===== src/rtl/pc_bd_pkg.sv =====
// Shared PC<->BD constants: field widths, per-leaf payload width table and chunk-count helper.
package pc_bd_pkg;

  localparam int NPCcode    = 7;
  localparam int NPCdata    = 20;
  localparam int Nleaf      = 32;
  localparam int Npayload   = 40;
  localparam int Nerr       = 16;

  localparam int LEAF_W     = $clog2(Nleaf);
  localparam int WIDTH_W    = 6;
  localparam int NCHUNK_MAX = Npayload / NPCdata;
  localparam int CHUNK_W    = $clog2(NCHUNK_MAX + 1);

  typedef logic [WIDTH_W-1:0] width_t;
  typedef logic [CHUNK_W-1:0] chunk_idx_t;
  typedef logic [LEAF_W-1:0]  leaf_t;

  typedef enum logic [0:0] {
    ST_IDLE,
    ST_ACCUM
  } state_t;

  // Payload width in bits of each leaf; every entry lies in 1..Npayload.
  localparam width_t LEAF_WIDTH [Nleaf] = '{
    6'd20, 6'd40, 6'd8,  6'd11, 6'd1,  6'd34, 6'd20, 6'd21,
    6'd16, 6'd24, 6'd32, 6'd12, 6'd40, 6'd2,  6'd19, 6'd39,
    6'd10, 6'd30, 6'd5,  6'd25, 6'd36, 6'd14, 6'd20, 6'd28,
    6'd3,  6'd40, 6'd22, 6'd17, 6'd9,  6'd33, 6'd6,  6'd38
  };

  function automatic chunk_idx_t n_chunks(input leaf_t leaf);
    int unsigned w;
    w = 32'(LEAF_WIDTH[leaf]);
    return chunk_idx_t'((w + NPCdata - 1) / NPCdata);
  endfunction

endpackage


===== src/rtl/pc_chunk_accumulator.sv =====
// Payload accumulator: indexed chunk write, synchronous clear and masking above the leaf width.
module pc_chunk_accumulator
  import pc_bd_pkg::*;
(
  input  logic                 clk,
  input  logic                 reset,
  input  logic                 clear,
  input  logic                 wr_en,
  input  logic                 fresh,
  input  logic [CHUNK_W-1:0]   wr_idx,
  input  logic [NPCdata-1:0]   wr_data,
  input  logic [WIDTH_W-1:0]   width,
  output logic [Npayload-1:0]  word_next
);

  logic [Npayload-1:0] acc_reg;
  logic [Npayload-1:0] merged;
  logic [Npayload-1:0] width_mask;

  // A first chunk ignores whatever a discarded partial word left behind.
  for (genvar gi = 0; gi < NCHUNK_MAX; gi++) begin : g_chunk
    assign merged[gi*NPCdata +: NPCdata] =
      (wr_idx == chunk_idx_t'(gi)) ? wr_data :
      (fresh ? '0 : acc_reg[gi*NPCdata +: NPCdata]);
  end

  for (genvar gi = 0; gi < Npayload; gi++) begin : g_mask
    assign width_mask[gi] = (width > width_t'(gi));
  end

  assign word_next = merged & width_mask;

  always_ff @(posedge clk or posedge reset) begin
    if (reset) begin
      acc_reg <= '0;
    end else if (clear) begin
      acc_reg <= '0;
    end else if (wr_en) begin
      acc_reg <= word_next;
    end
  end

endmodule


===== src/rtl/pc_word_deserializer.sv =====
// Reassembles LSB-first {code, data} PC chunks into full-width BD words tagged with their leaf.
module pc_word_deserializer
  import pc_bd_pkg::*;
(
  input  logic                        clk,
  input  logic                        reset,
  input  logic [NPCcode+NPCdata-1:0]  in_d,
  input  logic                        in_v,
  output logic                        in_a,
  output logic [NPCcode-1:0]          out_leaf,
  output logic [Npayload-1:0]         out_payload,
  output logic                        out_v,
  input  logic                        out_a,
  output logic                        err_pulse,
  output logic [Nerr-1:0]             err_count
);

  logic [NPCcode-1:0]  in_code;
  logic [NPCdata-1:0]  in_data;
  leaf_t               in_leaf;
  logic                code_legal;

  state_t              state_reg;
  leaf_t               cur_leaf_reg;
  chunk_idx_t          idx_reg;
  logic                out_v_reg;
  logic [NPCcode-1:0]  out_leaf_reg;
  logic [Npayload-1:0] out_payload_reg;
  logic                err_pulse_reg;
  logic [Nerr-1:0]     err_count_reg;

  logic                accept;
  logic                take_first;
  logic                take_cont;
  logic                word_done;
  logic                err_now;
  logic                acc_clear;
  chunk_idx_t          wr_idx;
  chunk_idx_t          in_nchunks;
  logic [Npayload-1:0] word_next;

  assign in_code    = in_d[NPCcode+NPCdata-1:NPCdata];
  assign in_data    = in_d[NPCdata-1:0];
  assign in_leaf    = in_code[LEAF_W-1:0];
  assign code_legal = (in_code[NPCcode-1:LEAF_W] == '0);

  assign in_a   = !out_v_reg || out_a;
  assign accept = in_v && in_a;

  always_comb begin
    take_first = accept && code_legal &&
                 ((state_reg == ST_IDLE) || (in_leaf != cur_leaf_reg));
    take_cont  = accept && code_legal &&
                 (state_reg == ST_ACCUM) && (in_leaf == cur_leaf_reg);
    wr_idx     = take_cont ? idx_reg : '0;
    in_nchunks = n_chunks(in_leaf);
    word_done  = (take_first || take_cont) &&
                 (wr_idx == (in_nchunks - chunk_idx_t'(1)));
    // An illegal code and a leaf switch in the same cycle are one error.
    err_now    = accept && (!code_legal ||
                 ((state_reg == ST_ACCUM) && (in_leaf != cur_leaf_reg)));
    acc_clear  = word_done || (accept && !code_legal);
  end

  pc_chunk_accumulator u_accum (
    .clk       (clk),
    .reset     (reset),
    .clear     (acc_clear),
    .wr_en     (take_first || take_cont),
    .fresh     (take_first),
    .wr_idx    (wr_idx),
    .wr_data   (in_data),
    .width     (LEAF_WIDTH[in_leaf]),
    .word_next (word_next)
  );

  always_ff @(posedge clk or posedge reset) begin
    if (reset) begin
      state_reg       <= ST_IDLE;
      cur_leaf_reg    <= '0;
      idx_reg         <= '0;
      out_v_reg       <= 1'b0;
      out_leaf_reg    <= '0;
      out_payload_reg <= '0;
      err_pulse_reg   <= 1'b0;
      err_count_reg   <= '0;
    end else begin
      err_pulse_reg <= err_now;
      if (err_now && (err_count_reg != '1)) begin
        err_count_reg <= err_count_reg + Nerr'(1);
      end

      // A new word can only complete while the output is empty or draining.
      if (word_done) begin
        out_v_reg       <= 1'b1;
        out_leaf_reg    <= in_code;
        out_payload_reg <= word_next;
      end else if (out_a) begin
        out_v_reg <= 1'b0;
      end

      if ((accept && !code_legal) || word_done) begin
        state_reg <= ST_IDLE;
        idx_reg   <= '0;
      end else if (take_first) begin
        state_reg    <= ST_ACCUM;
        cur_leaf_reg <= in_leaf;
        idx_reg      <= chunk_idx_t'(1);
      end else if (take_cont) begin
        idx_reg <= idx_reg + chunk_idx_t'(1);
      end
    end
  end

  assign out_v       = out_v_reg;
  assign out_leaf    = out_leaf_reg;
  assign out_payload = out_payload_reg;
  assign err_pulse   = err_pulse_reg;
  assign err_count   = err_count_reg;

endmodule

===== config.mk =====
export PLATFORM = sky130hd
export DESIGN_NAME = pc_word_deserializer
export DESIGN_NICKNAME = d
export VERILOG_FILES = /design/src/rtl/pc_bd_pkg.sv /design/src/rtl/pc_chunk_accumulator.sv /design/src/rtl/pc_word_deserializer.sv
export SDC_FILE = /design/constraint.sdc
export NUM_CORES = 1
export LEC_CHECK = 0
export ABC_AREA = 1
export BUFFER_PORTS_ARGS = -buffer_cell sky130_fd_sc_hd__buf_2
export CAP_MARGIN = 40
export CORE_MARGIN = 4
export CORE_UTILIZATION = 41
export CTS_CLUSTER_DIAMETER = 150
export DETAILED_ROUTE_END_ITERATION = 7
export PLACE_DENSITY_LB_ADDON = 0.15
export SLEW_MARGIN = 20
export SYNTH_ARGS = -nofsm -noshare
export SYNTH_HDL_FRONTEND = slang
export SYNTH_SLANG_ARGS = --single-unit

===== constraint.sdc =====
create_clock -name clk -period 2.85 [get_ports clk]
set_input_delay 0.1425 -clock clk [delete_from_list [all_inputs] [get_ports clk]]
set_output_delay 0.1425 -clock clk [all_outputs]
set_load 0.01 [all_outputs]

Word level (Yosys, flattened, before mapping):

Memory sizes are Yosys's and may differ from the RTL's.
Index checks and enable logic that the tools add are counted.

* bits of input ports: 31
* memory bits (read-only): 192
* output and inout bits: 66
* memory bits (writable): 0
* latch bits: 0
* logic and storage cells: 106
* register bits after elaboration: 113
* memories: 1

* add/sub/neg operators: 5
* reductions and logical operators: 24
* divide/modulo/power cells: 1
* order comparisons: 41
* bitwise logic cells: 4
* shift operators: 0
* muxes and demuxes: 16
* equal/unequal tests: 5
* $mul: 0

Memory list
* (name not given): depth 32, bits a word 6, rd ports 1, clocked after memory_dff 0, write ports 0, RTL line pc_word_deserializer.sv:73 `.width (LEAF_WIDTH[in_leaf]),`

Operator list (count)
* > comparator 6 x 5 -> 1 bit (second input constant): 16
* 2-to-1 mux 20 bit: 4
* 2-to-1 mux 40 bit: 2
* > comparator 6 x 4 -> 1 bit (second input constant): 8
* > comparator 6 bit (second input constant): 8
* AND 40 bit: 1
* divider 32 x 5 -> 32 bit (second input constant): 1
* > comparator 6 x 3 -> 1 bit (second input constant): 4
* adder 16 x 1 -> 16 bit (second input constant): 1
* != test 16 bit (second input constant): 1
* > comparator 6 x 1 -> 1 bit (second input constant): 2
* > comparator 6 x 2 -> 1 bit (second input constant): 2
* 2-to-1 mux 6 bit: 2
* logical AND 1 bit: 10
* 2-to-1 mux 2 bit: 4
* subtractor 7 x 1 -> 8 bit (second input constant): 1
* adder 6 x 5 -> 7 bit (second input constant): 1
* >= comparator 6 bit (second input constant): 1
* inverter 5 -> 6 bit: 1
* nonzero test 2 bit: 3
* equality test 5 bit: 1
* logical OR 1 bit: 5
* != test 5 bit: 1
* logical NOT 2 bit: 2
* other kinds (9): 14

Logic depth before layout (Yosys ltp):

* word-level depth: 13
* mapped depth: 36
* gate-level depth less buffers: 35

By module:

From an unflattened synthesis, not the netlist that was laid out.

* cells, all modules: 945
* area, all modules: 6723.9 sq um

By module, submodules not included
* pc_word_deserializer: area an instance 3912.5 sq um, seq. area each 1826.8 sq um, cells each 487, times used 1
* pc_chunk_accumulator: area an instance 2811.4 sq um, seq. area each 1001.0 sq um, cells each 458, times used 1

Worst setup path after synthesis:

Ideal clock, no wire load.

* kind: input to register
* from: input port in_d[20]
* to: register out_payload_reg[8], in the netlist out_payload[8]
* slack: -0.601 ns
* required time: 2.714 ns
* arrival: 3.316 ns
* cell stages on the path: 35
* library setup time: 0.136 ns
* buffers on the path: 2
* path through: inv_1 -> ha_1 -> inv_1 -> nand2_1 -> nand2_1 -> nand2_1 -> nand2_1 -> nand2_1 -> nand2_2 -> inv_1 -> ha_1 -> inv_1 -> nand3_1 -> nand2_1 -> inv_2 -> nor2_4 -> ha_1 -> inv_1 -> ha_1 -> inv_1 -> nand2_1 -> nand2_1 -> nand2_1 -> nor2_2 -> nand2_2 -> nand2_1 -> nand2_1 -> nor2_1 -> nand3_1 -> nand2_2 -> inv_2 -> buf_6 -> buf_6 -> nand2_1 -> o21ai_2

* cells in the longest elaborated chain, start to end: 10
* elaborated cells between the ends (all ways): 22
* classes of those cells: 3 x add/sub; 1 x div; 1 x order compare; 3 x eq/ne; 5 x mux; 2 x bitwise; 6 x reduce/logical; 1 x memory

RTL lines
* start: declaration: RTL line pc_word_deserializer.sv:7 `input logic [NPCcode+NPCdata-1:0] in_d,`
* inverter 5 -> 6 bit (not written as such): RTL line pc_bd_pkg.sv:34, pc_word_deserializer.sv:73
* memory read (32 x 6 bit)
* 2-to-1 mux 6 bit (not written as such) (2 in series): RTL line pc_word_deserializer.sv:73
* adder 6 x 5 -> 7 bit: RTL line pc_bd_pkg.sv:35 `return chunk_idx_t'((w + NPCdata - 1) / NPCdata);`
* subtractor 7 x 1 -> 8 bit: RTL line pc_bd_pkg.sv:35
* divider 32 x 5 -> 32 bit: RTL line pc_bd_pkg.sv:35
* subtractor 2 x 1 -> 2 bit: RTL line pc_word_deserializer.sv:58 `(wr_idx == (in_nchunks - chunk_idx_t'(1)));`
* equality test 2 bit: RTL line pc_word_deserializer.sv:58
* logical AND 1 bit: RTL line pc_word_deserializer.sv:57 `word_done = (take_first || take_cont) &&`
* end signal: assignment: RTL line pc_word_deserializer.sv:97 `out_payload_reg <= word_next;`
* end: declaration: RTL line pc_word_deserializer.sv:28 `logic [Npayload-1:0] out_payload_reg;`

Several ways; a longest one is shown, not always the timed one. The select of a mux whose other input is x is not followed.
A chain may end at the register's enable or synchronous reset.

Worst setup path after layout:

* from: input port in_d[20]
* to: register out_payload_reg[27], in the netlist out_payload[27]

Same word-level chain as after synthesis.

==> impl_metrics.yaml <==
synthesis:
  synth_top_cell_area_share: 0.436
  synth_flop_cell: "dfrtp_1"
  yosysSeqAreaShare: 0.436
  synth_compound_area_frac: 0.161
  yosys.cell_count.top_type: "nand2_1"
  syn_area_per_cell_um2: 7.77
  yosys.area.top_type: "dfrtp_1"
  async_flop_share: 1.00
  syn_inst: 836
  synth_nets: 882
  ys.warnings.count: 0
  synth_top_family_by_area: "simple AND/OR/NAND/NOR gates"
  synth_commonest_cells: "nand2_1 (219), dfrtp_1 (113), inv_1 (99)"
  yosysUniqueCellTypes: 47
  synth-seq-cells: 113
  synthTopCellsByArea: "dfrtp_1 (44%), nand2_1 (13%), inv_1 (5.7%)"
  syn_area_um2: 6490
  synth-simple-area-share: 0.248
  synth_edf_count: 0
  synthAdderAreaFrac: 0.0289
  muxShareOfSynthArea: 0.00173
  synth_xor_area_frac: 0.0268
pwr:
  ir_drop_v: 0.000425
  p_leak_nw: 4.68
  p_seq_frac: 0.349
  p_per_area_nw_per_um2: 646
  cell_internal_pwr_w: 0.00408
  p_sw_frac: 0.336
  p_sw_w: 0.00206
  p_comb_frac: 0.322
  pwr-share-clk: 0.329
layout:
  fin_util: 0.619
  seq_area_um2: 2830
  stdcell_count: 1271
  nets: 1094
  syn_to_final_growth_pct: 46.4
  drive_above_1_share: 0.392
  fill_cells: 1365
  diodes: 0
  final_area_um2: 9510
  multiInputGateArea_um2: 3540
global_route:
  grt.overflow.total: 0
  antenna_found_initial: 0
  grt_pass1_wl_um: 33400
  grt_use_total: 0.234
  grt_max_degree: 43
  first_global_vias: 6544
hold_path:
  hp-class: "in -> reg"
  holdCritStartpoint: "out_a"
  holdPathStages: 4
  hold_path_end: "out_v$_DFFE_PP0P_"
timing:
  slew_viol_final: 0
  fin_ws_ns: -0.345
  worst_slew_pin_slew_ns: 0.600
  rsz0062_at_grt: "true"
  timing.final.crit_share: 1.12
  min_period_ns: 3.20
  setup_viol: 96
  fmax_ghz: 0.313
  hold_slack_ns: 0.0594
  clock_skew_ns: 0.00718
  final_hold_viol_count: 0
  relSlewSlack: 0.595
clock_tree:
  cts.path.max_buffers: 2
  cts-root-buf: "clkbuf_16"
  clk_transition_reported_paths_ns: 0.05
  clock_latency_ns: 0.42
  cts_buffers: 17
  cts_tree: "done"
  htree_levels: 4
  clock-sinks: 113
routing:
  drt-initial-drc-count: 638
  wire_per_inst_um: 16.6
  drtAntennaViolNets: 0
  post_drt_via_cell_ratio: 5.11
  drtPass1Iterations: 5
  wl_um: 21100
  dr_total_vias: 6500
  drc: 0
outcome:
  status: "finished with violations"
  violations: "negative setup slack"
critical_path:
  critical-path-top-cell-by-count: "nand2_2"
  critPathCaptureType: "flop"
  required_ns: 3.16
  cpMaxStageDelayCell: "ha_4"
  r2r_slack_ns: -0.14
  r2r-start: "out_v$_DFFE_PP0P_"
  critical_path_class: "in -> reg"
  slowest_delay_ns: 0.22
  worstPathArrival_ns: 3.50
  crit_path_max_fanout: 23
  r2r-end: "out_payload[27]$_DFFE_PP0P_"
  crit_path_start_kind: "input pin"
  reg2reg_depth: 17
floorplan:
  dieArea_um2: 17900
  die_x_um: 134
  ios: 97
  die-height_um: 134
  floorplan.rows: 45
  start_util: 0.422
  core_area_um2: 15400
placement:
  routabilityCongestion: 0.929
  post-dp-hpwl_um: 14000
  place_area_um2: 7880
  portBuffers: 96
  dp_cells: 1205
job:
  drv_cap: 0
power groups by stage:
stage / Sequential (W) / Combinational [W] / Clock [W]
6_report: 0.00215 / 0.00198 / 0.00202
5_1_grt: 0.00219 / 0.00216 / 0.00214
4_1_cts: 0.00213 / 0.00186 / 0.00205
3_5_place_dp: 0.00210 / 0.00158 / 0
3_3_place_gp: 0.00209 / 0.00156 / 0
2_1_floorplan: 0.00219 / 0.000859 / 0
layer usage:
layer	GRT usage	vias to the layer above	part of all wire
met5	0	-	0
met4	0.0834	0	0.025
met3	0.0503	48	0.056
met2	0.391	200	0.49
met1	0.301	3117	0.43
li1	-	3135	-
worst max path at each step:
stage,start,endpoint,cells after the start
floorplan,in_d[20],out_payload[8]$_DFFE_PP0P_,35
global placement,in_d[21],out_payload[11]$_DFFE_PP0P_,34
detailed placement,in_d[21],out_payload[0]$_DFFE_PP0P_,34
CTS,in_d[20],out_payload[27]$_DFFE_PP0P_,37
global route,in_d[20],out_payload[27]$_DFFE_PP0P_,33
finish,in_d[20],out_payload[27]$_DFFE_PP0P_,33
timing repair:
item / 4_1_cts / 5_1_grt
resized for setup: 98 / 64
cloned: 9 / 2
pin swaps: 17 / 10
hold endpoints to repair: 113 / 0
hold buffers: 1 / 0
endpoints found under the setup margin: 96 / 97
setup buffers: 16 / 7
cell families (layout without fill, tap and decap cells):
group                      Yosys count  count (layout)
DFF                                113             113
and+or+nand+nor                    373             373
AOI/OAI and AO/OA                  171             171
muxes                                1               1
adders and majority gates           15              15
xor gates and xnor gates            19              19
buffers and inverters              144             368
per-stage QoR:
| step | total power (W) | worst slack [ns] | TNS (ns) |
|---|---|---|---|
| after floorplan | 0.00305 | -0.492 | -40.98 |
| after global placement | 0.00365 | -0.751 | -67.20 |
| after CTS | 0.00604 | -0.243 | -16.74 |
| after detailed placement | 0.00368 | -0.832 | -73.26 |
| after global routing | 0.00649 | -0.584 | -48.27 |
| final | 0.00614 | -0.345 | -26.74 |
critical path, delay by kind of cell:
family | cells | cell delay, ns
AO/OA/AOI/OAI | 1 | 0.04
adder cells (fa/ha/maj) | 4 | 0.78
buffers and inverters | 11 | 0.87
AND/OR/NAND/NOR | 17 | 1.64
cell usage in the layout, fill, tap and decap left out, drive strengths merged:
cell type and instances:
o31ai 1, a21oi 34, o21ai 109, o211ai 3, or2 1, nor3 7, a311oi 1, xor2 7
dlygate4sd3 1, a221oi 7, o311ai 1, xnor2 12, a221o 1, nand2 231, ha 15, mux2 1
nand3b 2, nand3 67, dfrtp 113, clkbuf 24, a22oi 2, and3 1, buf 220, bufinv 1
clkinvlp 4, clkinv 9, nand4 4, a31oi 1, and2 1, nor2 54, inv 109, nor4 5
o22ai 7, a211oi 4
layout make-up:
class | count | area share
multi-input cells | 579 | 0.372
repair inverters | 1 | 0.00316
well taps | 211 | 0.0278
repair buffers | 223 | 0.192
flip-flops and latches | 113 | 0.297
inverters | 113 | 0.0480
clock buffers | 22 | 0.0509
clock inverters | 9 | 0.00869
No activity file was read; power rests on OpenSTA's default activity.
